===== src/rtl/ldpc_ber_tester_status_monitor_if.sv =====
// Decoder STATUS stream and histogram read bus shared by the status monitor and its driver.
interface ldpc_ber_tester_status_monitor_if #(
    parameter int ITER_W = 6,
    parameter int BIN_W  = 32
);
    logic [31:0]       s_axis_status_tdata;
    logic              s_axis_status_tvalid;
    logic              s_axis_status_tready;
    logic              hist_rd;
    logic [ITER_W-1:0] hist_addr;
    logic [BIN_W-1:0]  hist_data;
    logic              hist_valid;

    modport master (
        output s_axis_status_tdata, s_axis_status_tvalid, hist_rd, hist_addr,
        input  s_axis_status_tready, hist_data, hist_valid
    );

    modport slave (
        input  s_axis_status_tdata, s_axis_status_tvalid, hist_rd, hist_addr,
        output s_axis_status_tready, hist_data, hist_valid
    );
endinterface


===== src/rtl/ldpc_ber_tester_status_monitor.sv =====
// Decoder status sink: block counters, ID sequence check and per-iteration histogram.
// Histogram RAM, clearing sweep and RMW forwarding are built only with LDPC_STATUS_MON_HIST_EN.
module ldpc_ber_tester_status_monitor #(
    parameter int ITER_W = 6,
    parameter int ID_W   = 8,
    parameter int CNT_W  = 48,
    parameter int BIN_W  = 32
) (
    input  logic                clk,
    input  logic                reset,
    input  logic                clear,
    ldpc_ber_tester_status_monitor_if.slave bus,
    output logic [CNT_W-1:0]    total_blocks,
    output logic [CNT_W-1:0]    failed_blocks,
    output logic [CNT_W-1:0]    iter_sum,
    output logic [ITER_W-1:0]   max_iter,
    output logic [31:0]         seq_errors,
    output logic                busy
);

    function automatic logic [31:0] sat_inc32(input logic [31:0] v);
        return (&v) ? v : v + 32'd1;
    endfunction

    function automatic logic [BIN_W-1:0] sat_inc_bin(input logic [BIN_W-1:0] v);
        return (&v) ? v : v + BIN_W'(1);
    endfunction

    logic [ID_W-1:0]   w_id, w_exp_id, r_prev_id;
    logic [ITER_W-1:0] w_iter, r_max;
    logic              w_pass, w_acc, w_tready, w_busy, r_id_vld;
    logic [CNT_W-1:0]  r_total, r_failed, r_sum;
    logic [31:0]       r_seq;
    logic              w_unused_tdata;

    assign w_id     = bus.s_axis_status_tdata[ID_W-1:0];
    assign w_iter   = bus.s_axis_status_tdata[8+ITER_W-1:8];
    assign w_pass   = bus.s_axis_status_tdata[16];
    assign w_exp_id = r_prev_id + ID_W'(1);
    assign w_unused_tdata = ^bus.s_axis_status_tdata;

    // A beat arriving in the same cycle as clear is discarded with the old statistics.
    assign bus.s_axis_status_tready = w_tready & !reset;
    assign w_acc  = bus.s_axis_status_tvalid & bus.s_axis_status_tready & !clear;
    assign busy   = w_busy;

    // Stage p0 -> counters: statistics visible the cycle after accept
    always_ff @(posedge clk) begin
        if (reset || clear) begin
            r_total  <= '0;
            r_failed <= '0;
            r_sum    <= '0;
            r_max    <= '0;
            r_seq    <= '0;
            r_id_vld <= 1'b0;
        end else if (w_acc) begin
            r_total  <= r_total + CNT_W'(1);
            if (!w_pass)
                r_failed <= r_failed + CNT_W'(1);
            r_sum    <= r_sum + CNT_W'(w_iter);
            if (w_iter > r_max)
                r_max <= w_iter;
            if (r_id_vld && (w_id != w_exp_id))
                r_seq <= sat_inc32(r_seq);
            r_id_vld <= 1'b1;
        end
    end

    always_ff @(posedge clk) begin
        if (w_acc)
            r_prev_id <= w_id;
    end

    assign total_blocks  = r_total;
    assign failed_blocks = r_failed;
    assign iter_sum      = r_sum;
    assign max_iter      = r_max;
    assign seq_errors    = r_seq;

`ifdef LDPC_STATUS_MON_HIST_EN
    typedef enum logic {ST_SWEEP, ST_RUN} state_t;

    state_t            r_state, w_state_nxt;
    logic [ITER_W-1:0] r_swp_addr, w_swp_addr_nxt;
    logic              w_swp_we;
    logic [BIN_W-1:0]  r_hist [0:(1<<ITER_W)-1];
    logic              r_vld_p1, r_vld_p2, w_upd_we;
    logic [ITER_W-1:0] r_iter_p1, r_iter_p2;
    logic [BIN_W-1:0]  r_rdat_p1, r_wdat_p2, w_base, w_inc;
    logic [BIN_W-1:0]  r_hist_data;
    logic              r_hist_vld;

    always_ff @(posedge clk) begin
        if (reset) begin
            r_state    <= ST_SWEEP;
            r_swp_addr <= '0;
        end else begin
            r_state    <= w_state_nxt;
            r_swp_addr <= w_swp_addr_nxt;
        end
    end

    always_comb begin
        w_state_nxt    = r_state;
        w_swp_addr_nxt = r_swp_addr;
        w_swp_we       = 1'b0;
        w_tready       = 1'b0;
        w_busy         = 1'b0;
        case (r_state)
            ST_SWEEP: begin
                w_busy         = 1'b1;
                w_swp_we       = 1'b1;
                w_swp_addr_nxt = r_swp_addr + ITER_W'(1);
                if (&r_swp_addr)
                    w_state_nxt = ST_RUN;
            end
            default: w_tready = 1'b1;
        endcase
        if (clear) begin
            w_state_nxt    = ST_SWEEP;
            w_swp_addr_nxt = '0;
        end
    end

    // Stage p1: read the bin; p2 value forwarded when the previous write hit the same bin
    assign w_base   = (r_vld_p2 && (r_iter_p2 == r_iter_p1)) ? r_wdat_p2 : r_rdat_p1;
    assign w_inc    = sat_inc_bin(w_base);
    assign w_upd_we = r_vld_p1 & !clear & !reset;

    always_ff @(posedge clk) begin
        if (reset || clear) begin
            r_vld_p1 <= 1'b0;
            r_vld_p2 <= 1'b0;
        end else begin
            r_vld_p1 <= w_acc;
            r_vld_p2 <= w_upd_we;
        end
    end

    always_ff @(posedge clk) begin
        r_iter_p1 <= w_iter;
        r_rdat_p1 <= r_hist[w_iter];
        r_iter_p2 <= r_iter_p1;
        r_wdat_p2 <= w_inc;
    end

    // Stage p2: single write port shared by the sweep and the increment
    always_ff @(posedge clk) begin
        if (w_swp_we)
            r_hist[r_swp_addr] <= '0;
        else if (w_upd_we)
            r_hist[r_iter_p1] <= w_inc;
    end

    always_ff @(posedge clk) begin
        if (reset) begin
            r_hist_data <= '0;
            r_hist_vld  <= 1'b0;
        end else begin
            r_hist_vld <= bus.hist_rd;
            if (bus.hist_rd)
                r_hist_data <= r_hist[bus.hist_addr];
        end
    end

    assign bus.hist_data  = r_hist_data;
    assign bus.hist_valid = r_hist_vld;
`else
    logic r_run;
    logic r_hist_vld;
    logic w_unused_addr;

    always_ff @(posedge clk) begin
        if (reset) begin
            r_run      <= 1'b0;
            r_hist_vld <= 1'b0;
        end else begin
            r_run      <= 1'b1;
            r_hist_vld <= bus.hist_rd;
        end
    end

    assign w_tready       = r_run;
    assign w_busy         = 1'b0;
    assign w_unused_addr  = ^bus.hist_addr;
    assign bus.hist_data  = '0;
    assign bus.hist_valid = r_hist_vld;
`endif

endmodule


===== src/flat_wrapper.sv =====
// flat-port wrapper written by rule: the top's interface ports become plain ports
module ldpc_ber_tester_status_monitor_flat 
#(
    parameter int ITER_W = 6,
    parameter int ID_W   = 8,
    parameter int CNT_W  = 48,
    parameter int BIN_W  = 32
)
  (clk, reset, clear, total_blocks, failed_blocks, iter_sum, max_iter, seq_errors, busy, bus_s_axis_status_tdata, bus_s_axis_status_tvalid, bus_hist_rd, bus_hist_addr, bus_s_axis_status_tready, bus_hist_data, bus_hist_valid);
  ldpc_ber_tester_status_monitor_if #(.ITER_W(ITER_W), .BIN_W(BIN_W)) bus_i ();
  input  logic clk;
  input  logic reset;
  input  logic clear;
  output logic [CNT_W-1:0] total_blocks;
  output logic [CNT_W-1:0] failed_blocks;
  output logic [CNT_W-1:0] iter_sum;
  output logic [ITER_W-1:0] max_iter;
  output logic [31:0] seq_errors;
  output logic busy;
  input wire logic [$bits(bus_i.s_axis_status_tdata)-1:0] bus_s_axis_status_tdata;
  input wire logic [$bits(bus_i.s_axis_status_tvalid)-1:0] bus_s_axis_status_tvalid;
  input wire logic [$bits(bus_i.hist_rd)-1:0] bus_hist_rd;
  input wire logic [$bits(bus_i.hist_addr)-1:0] bus_hist_addr;
  output wire logic [$bits(bus_i.s_axis_status_tready)-1:0] bus_s_axis_status_tready;
  output wire logic [$bits(bus_i.hist_data)-1:0] bus_hist_data;
  output wire logic [$bits(bus_i.hist_valid)-1:0] bus_hist_valid;
  assign bus_i.s_axis_status_tdata = bus_s_axis_status_tdata;
  assign bus_i.s_axis_status_tvalid = bus_s_axis_status_tvalid;
  assign bus_i.hist_rd = bus_hist_rd;
  assign bus_i.hist_addr = bus_hist_addr;
  assign bus_s_axis_status_tready = bus_i.s_axis_status_tready;
  assign bus_hist_data = bus_i.hist_data;
  assign bus_hist_valid = bus_i.hist_valid;
  ldpc_ber_tester_status_monitor #(.ITER_W(ITER_W), .ID_W(ID_W), .CNT_W(CNT_W), .BIN_W(BIN_W)) u_core (.clk(clk), .reset(reset), .clear(clear), .bus(bus_i), .total_blocks(total_blocks), .failed_blocks(failed_blocks), .iter_sum(iter_sum), .max_iter(max_iter), .seq_errors(seq_errors), .busy(busy));
endmodule

===== config.mk =====
export PLATFORM = sky130hd
export DESIGN_NAME = ldpc_ber_tester_status_monitor_flat
export DESIGN_NICKNAME = d
export VERILOG_FILES = /design/src/rtl/ldpc_ber_tester_status_monitor_if.sv /design/src/rtl/ldpc_ber_tester_status_monitor.sv /design/src/flat_wrapper.sv
export SDC_FILE = /design/constraint.sdc
export NUM_CORES = 1
export LEC_CHECK = 0
export CORE_MARGIN = 5
export CORE_UTILIZATION = 52
export DETAILED_ROUTE_END_ITERATION = 16
export GPL_TIMING_DRIVEN = 0
export PLACE_DENSITY = 0.86
export REMOVE_ABC_BUFFERS = 1
export SYNTH_ARGS = -nofsm -noshare
export SYNTH_HDL_FRONTEND = slang
export SYNTH_SLANG_ARGS = --single-unit

===== constraint.sdc =====
create_clock -name clk -period 3.55 [get_ports clk]
set_input_delay 0.71 -clock clk [delete_from_list [all_inputs] [get_ports clk]]
set_output_delay 0.71 -clock clk [all_outputs]
set_load 0.005 [all_outputs]

==> results.txt <==
- Final cell count without fillers: about 1500
- Setup violations remaining at the end of the flow were counted as 0.
* CTS clk-pin slew, worst paths: roughly 0.070 ns
* Fin. Hold Viols: 0
- Largest family of logic cells by synthesized area: simple AND/OR/NAND/NOR gates
- For this run, design rule violations remaining after detail routing come to 0.
- Summed over all layers, the routed wires come to around 23000 um.
- Of the cells placed in the final design, the portion with a size suffix greater than 1 is 0.0394.
* Die footprint: ~21000 um2
- In the post-synthesis netlist, the cell with the most instances is dfxtp_1.
- Warnings, synthesis: 0
- The count of nets left with antenna violations once routing finished came out at 0.
- Routability-driven placement finished with a final weighted congestion of 0.824.
- Placed Cells: between 1000 and 1500
* Peak Freq: between 200 and 300 MHz
- Ratio of total power to cell area: 347 nW/um2
- Hold wc startpoint: u_core.iter_sum[4]
- Outcome: complete, no violations
- After detailed routing, the average wire length per cell comes to 15.4 um.
* Startpoint kind of the worst setup timing path: primary input
* Total of flip-flops plus latches after synthesis: slightly below 200
- Post-route standard cell area excluding fillers: 12000 um2
- Most area-hungry cell type in the Yosys netlist: dfxtp_1
* Count of maximum capacitance violations: 0
- In this run the worst hold path is classified as flip-flop to flip-flop.
- The filler cells instantiated in the layout total 1441.
- The die is between 100 and 150 um tall.
* Reg2reg start: u_core.r_prev_id[0]
- For this run, the detailed router's first-pass iteration total came to 5.
- The analysis attributes to cell leakage a power of between 3 and 4 nW.
- Terminating pin of the worst hold path: u_core.iter_sum[4]
- For this configuration, the core starts out at a cell density of 0.523.
* Overall power after layout: ~4.2 mW
- Global routing usage summed across all routing layers: 0.222
* Post-DP HPWL: ~17000 um
- Number of port buffers: a little over 200
- Total number of clock tree sinks: roughly 190
* Top-level port count: 260
* Most used flip-flop cell after synthesis: dfxtp_1
- Slew at the pin closest to its max-slew limit: 0.982 ns
- Of the available clock period, the critical path in the final layout requires 0.945.
- Ranking of synthesized cells by area: dfxtp_1, nor2_1, xor2_1
- The worst setup path is of the primary input to flip-flop kind.
* Inserted Clock Buffers: 17
- Post-layout min period: 3.36 ns
- Using the TritonRoute via totals, the vias-per-cell ratio works out to approximately 5.4.
* Number of antenna violations at the first check in global routing: 0
- Max-slew headroom at the worst pin: 0.345
* Largest net degree at the start of global routing: 78
- The die is roughly 140 um wide.
- After synthesis, the share of cell area in mux cells is 0.0204.
- Each instance of the synthesized netlist takes up on average approximately 8.5 um2.
- First-iteration detailed-routing DRC count: roughly 420
- Of the post-synthesis cell area, the dominant cell type holds 0.398.
- Worst IR drop on VDD: between 0.3 and 0.4 mV
* Maximum count of clock buffers along a single path: 2
* WHS Path Cells: 2
- Clock Tree Root: clkbuf_16
- The number of global-route vias before repair came to just under 8000.
- Total core area: approximately 18000 um2
- The number of setup buffers added after CTS is 0.
* Area post-placement: 11400 um2
* Max FO, Critical Path: 13
* Vias after detailed routing: 8287
- Post-Syn Area: a little over 9000 um2
- Global routing finished with a remaining overflow of 0.
* Synth Area in Adders: 0.0237
* Final-report max-slew violation count: 0
- After synthesis, the share of flip-flops with an asynchronous set or reset is 0.
* Register-to-register setup slack: about 0.65 ns
- At the worst endpoint, the arrival time is about 3.7 ns.
* Clock insertion delay at the later pin of the skew report: 0.42 ns
* Num rows: between 40 and 50
- Counting distinct cell types in the post-synthesis netlist gives 53.
- Share of the synthesized netlist area taken by xor and xnor gates: 0.119
* Synthesized instance count: around 1100
* Worst clock skew on the final layout: around 0.0086 ns
* Count of flip-flops with a built-in enable after synthesis: 8
- The fraction of the mapped netlist area in compound gates came to 0.0728.
* R2R depth: 8
* Capture point of the worst reg-to-reg path: u_core.seq_errors[21]
- In the final design database the tool counted 1341 nets.
* Simple-gate share of the synthesized area: 0.282
* Synth cell count leaders: dfxtp_1, nor2_1, nand2_1, xor2_1, nand3_1
- Data on the critical path is required at its endpoint by around 3.9 ns.
* Number of diodes added for antenna fixing: 0
- The share of the Yosys chip area taken by registers is 0.424.
- Kind of end point of the critical path: flip-flop
- Global-route wire length before repair: ~38000 um
- The area growth from synthesis to layout is 28.9%.
- Deepest level of the CTS H-tree: 4
- CTS tree: done
cells by family after synthesis:
logic type,count (synthesis)
AOI/OAI and AO/OA,118
DFF,193
adders and majority gates,17
xor gates and xnor gates,126
and+or+nand+nor,514
other,1
muxes,19
buffers and inverters,109
worst max-delay path, stage by stage:
cell,delay [ns]
clkdlybuf4s50_1,0.62
nand4bb_4,0.46
clkinv_2,0.31
nand4b_1,0.27
or3_4,0.49
nand2b_1,0.27
nor3_1,0.31
xnor2_1,0.17
nor2_1,0.05
placed cells by master, fill, tap and decap left out, types with 13 or more instances in the layout:
master,n
clkdlybuf4s50_1,203
o31ai_1,18
nand3_1,62
nor2_1,159
nand4_1,48
xnor2_1,59
o21ai_0,31
nor3_1,26
mux2i_1,19
or3_1,36
clkbuf_16,18
and4_1,13
inv_1,36
dfxtp_1,185
or4_1,15
ha_1,16
a21oi_1,52
xor2_1,67
and3_1,26
conb_1,33
nand2_1,83
final cells by class:
class	instances	area [um2]	share of cell area
clock buffer	22	465	0.0388
clock inverter	10	75.1	0.00626
multi-input combinational	827	4990	0.416
timing repair buffer	205	2090	0.174
sequential	193	3940	0.329
inverter	37	140	0.0117
tap	229	287	0.0239
per-layer routing:
metal  global-route usage  part of all wire  vias up
met1                0.287              0.43     3923
li1                     -                 -     4123
met5                    0                 0        -
met4               0.0644             0.016        0
met3               0.0489             0.062       30
met2                0.374              0.49      211
timing repair:
action | 4_1_cts | 5_1_grt
setup endpoints to repair | 64 | 26
resized for setup | 3 | 6
endpoints found under the hold margin | 0 | 0
hold buffers | 0 | 0
how the worst max path moves through the flow:
stage / startpoint / to / slack [ns] / cells after the start
4_1_cts: reset / u_core.failed_blocks[30] / 0.006 / 9
3_3_place_gp: reset / u_core.failed_blocks[28] / -0.98 / 9
2_1_floorplan: clear / u_core.failed_blocks[28] / 0.59 / 8
6_report: reset / u_core.failed_blocks[30] / 0.19 / 9
3_5_place_dp: reset / u_core.failed_blocks[30] / -0.99 / 9
5_1_grt: reset / u_core.failed_blocks[37] / -0.006 / 9
sequential cells by signal, indices dropped and copies added (netlist names):
| register | count |
|---|---|
| u_core.seq_errors | 32 |
| u_core.total_blocks | 48 |
| u_core.r_run | 1 |
| u_core.r_id_vld | 1 |
| u_core.iter_sum | 48 |
| u_core.max_iter | 6 |
| u_core.r_prev_id | 8 |
| u_core.bus.hist_valid | 1 |
| u_core.failed_blocks | 48 |
where the power goes:
part	internal (mW)	switching (mW)	total, mW
sequential	2.18	0.00742	2.19
clock	0.949	0.850	1.80
combinational	0.0622	0.102	0.164
total	3.20	0.959	4.15
through the flow:
| stage | TNS, ns | hold WS (ns) | setup WS, ns | utilization |
|---|---|---|---|---|
| 6_report | 0 | 0.472 | 0.194 | 0.674 |
| 5_1_grt | -0.00555 | 0.512 | -0.00555 | 0.674 |
| 4_1_cts | 0 | 0.476 | 0.00574 | 0.673 |
| 3_5_place_dp | -59.65 | 0.470 | -0.991 | 0.641 |
| 3_3_place_gp | -105.04 | 0.461 | -0.983 | 0.638 |
| 2_1_floorplan | 0 | 0.464 | 0.592 | - |
Power figures use the tool's default switching activity.
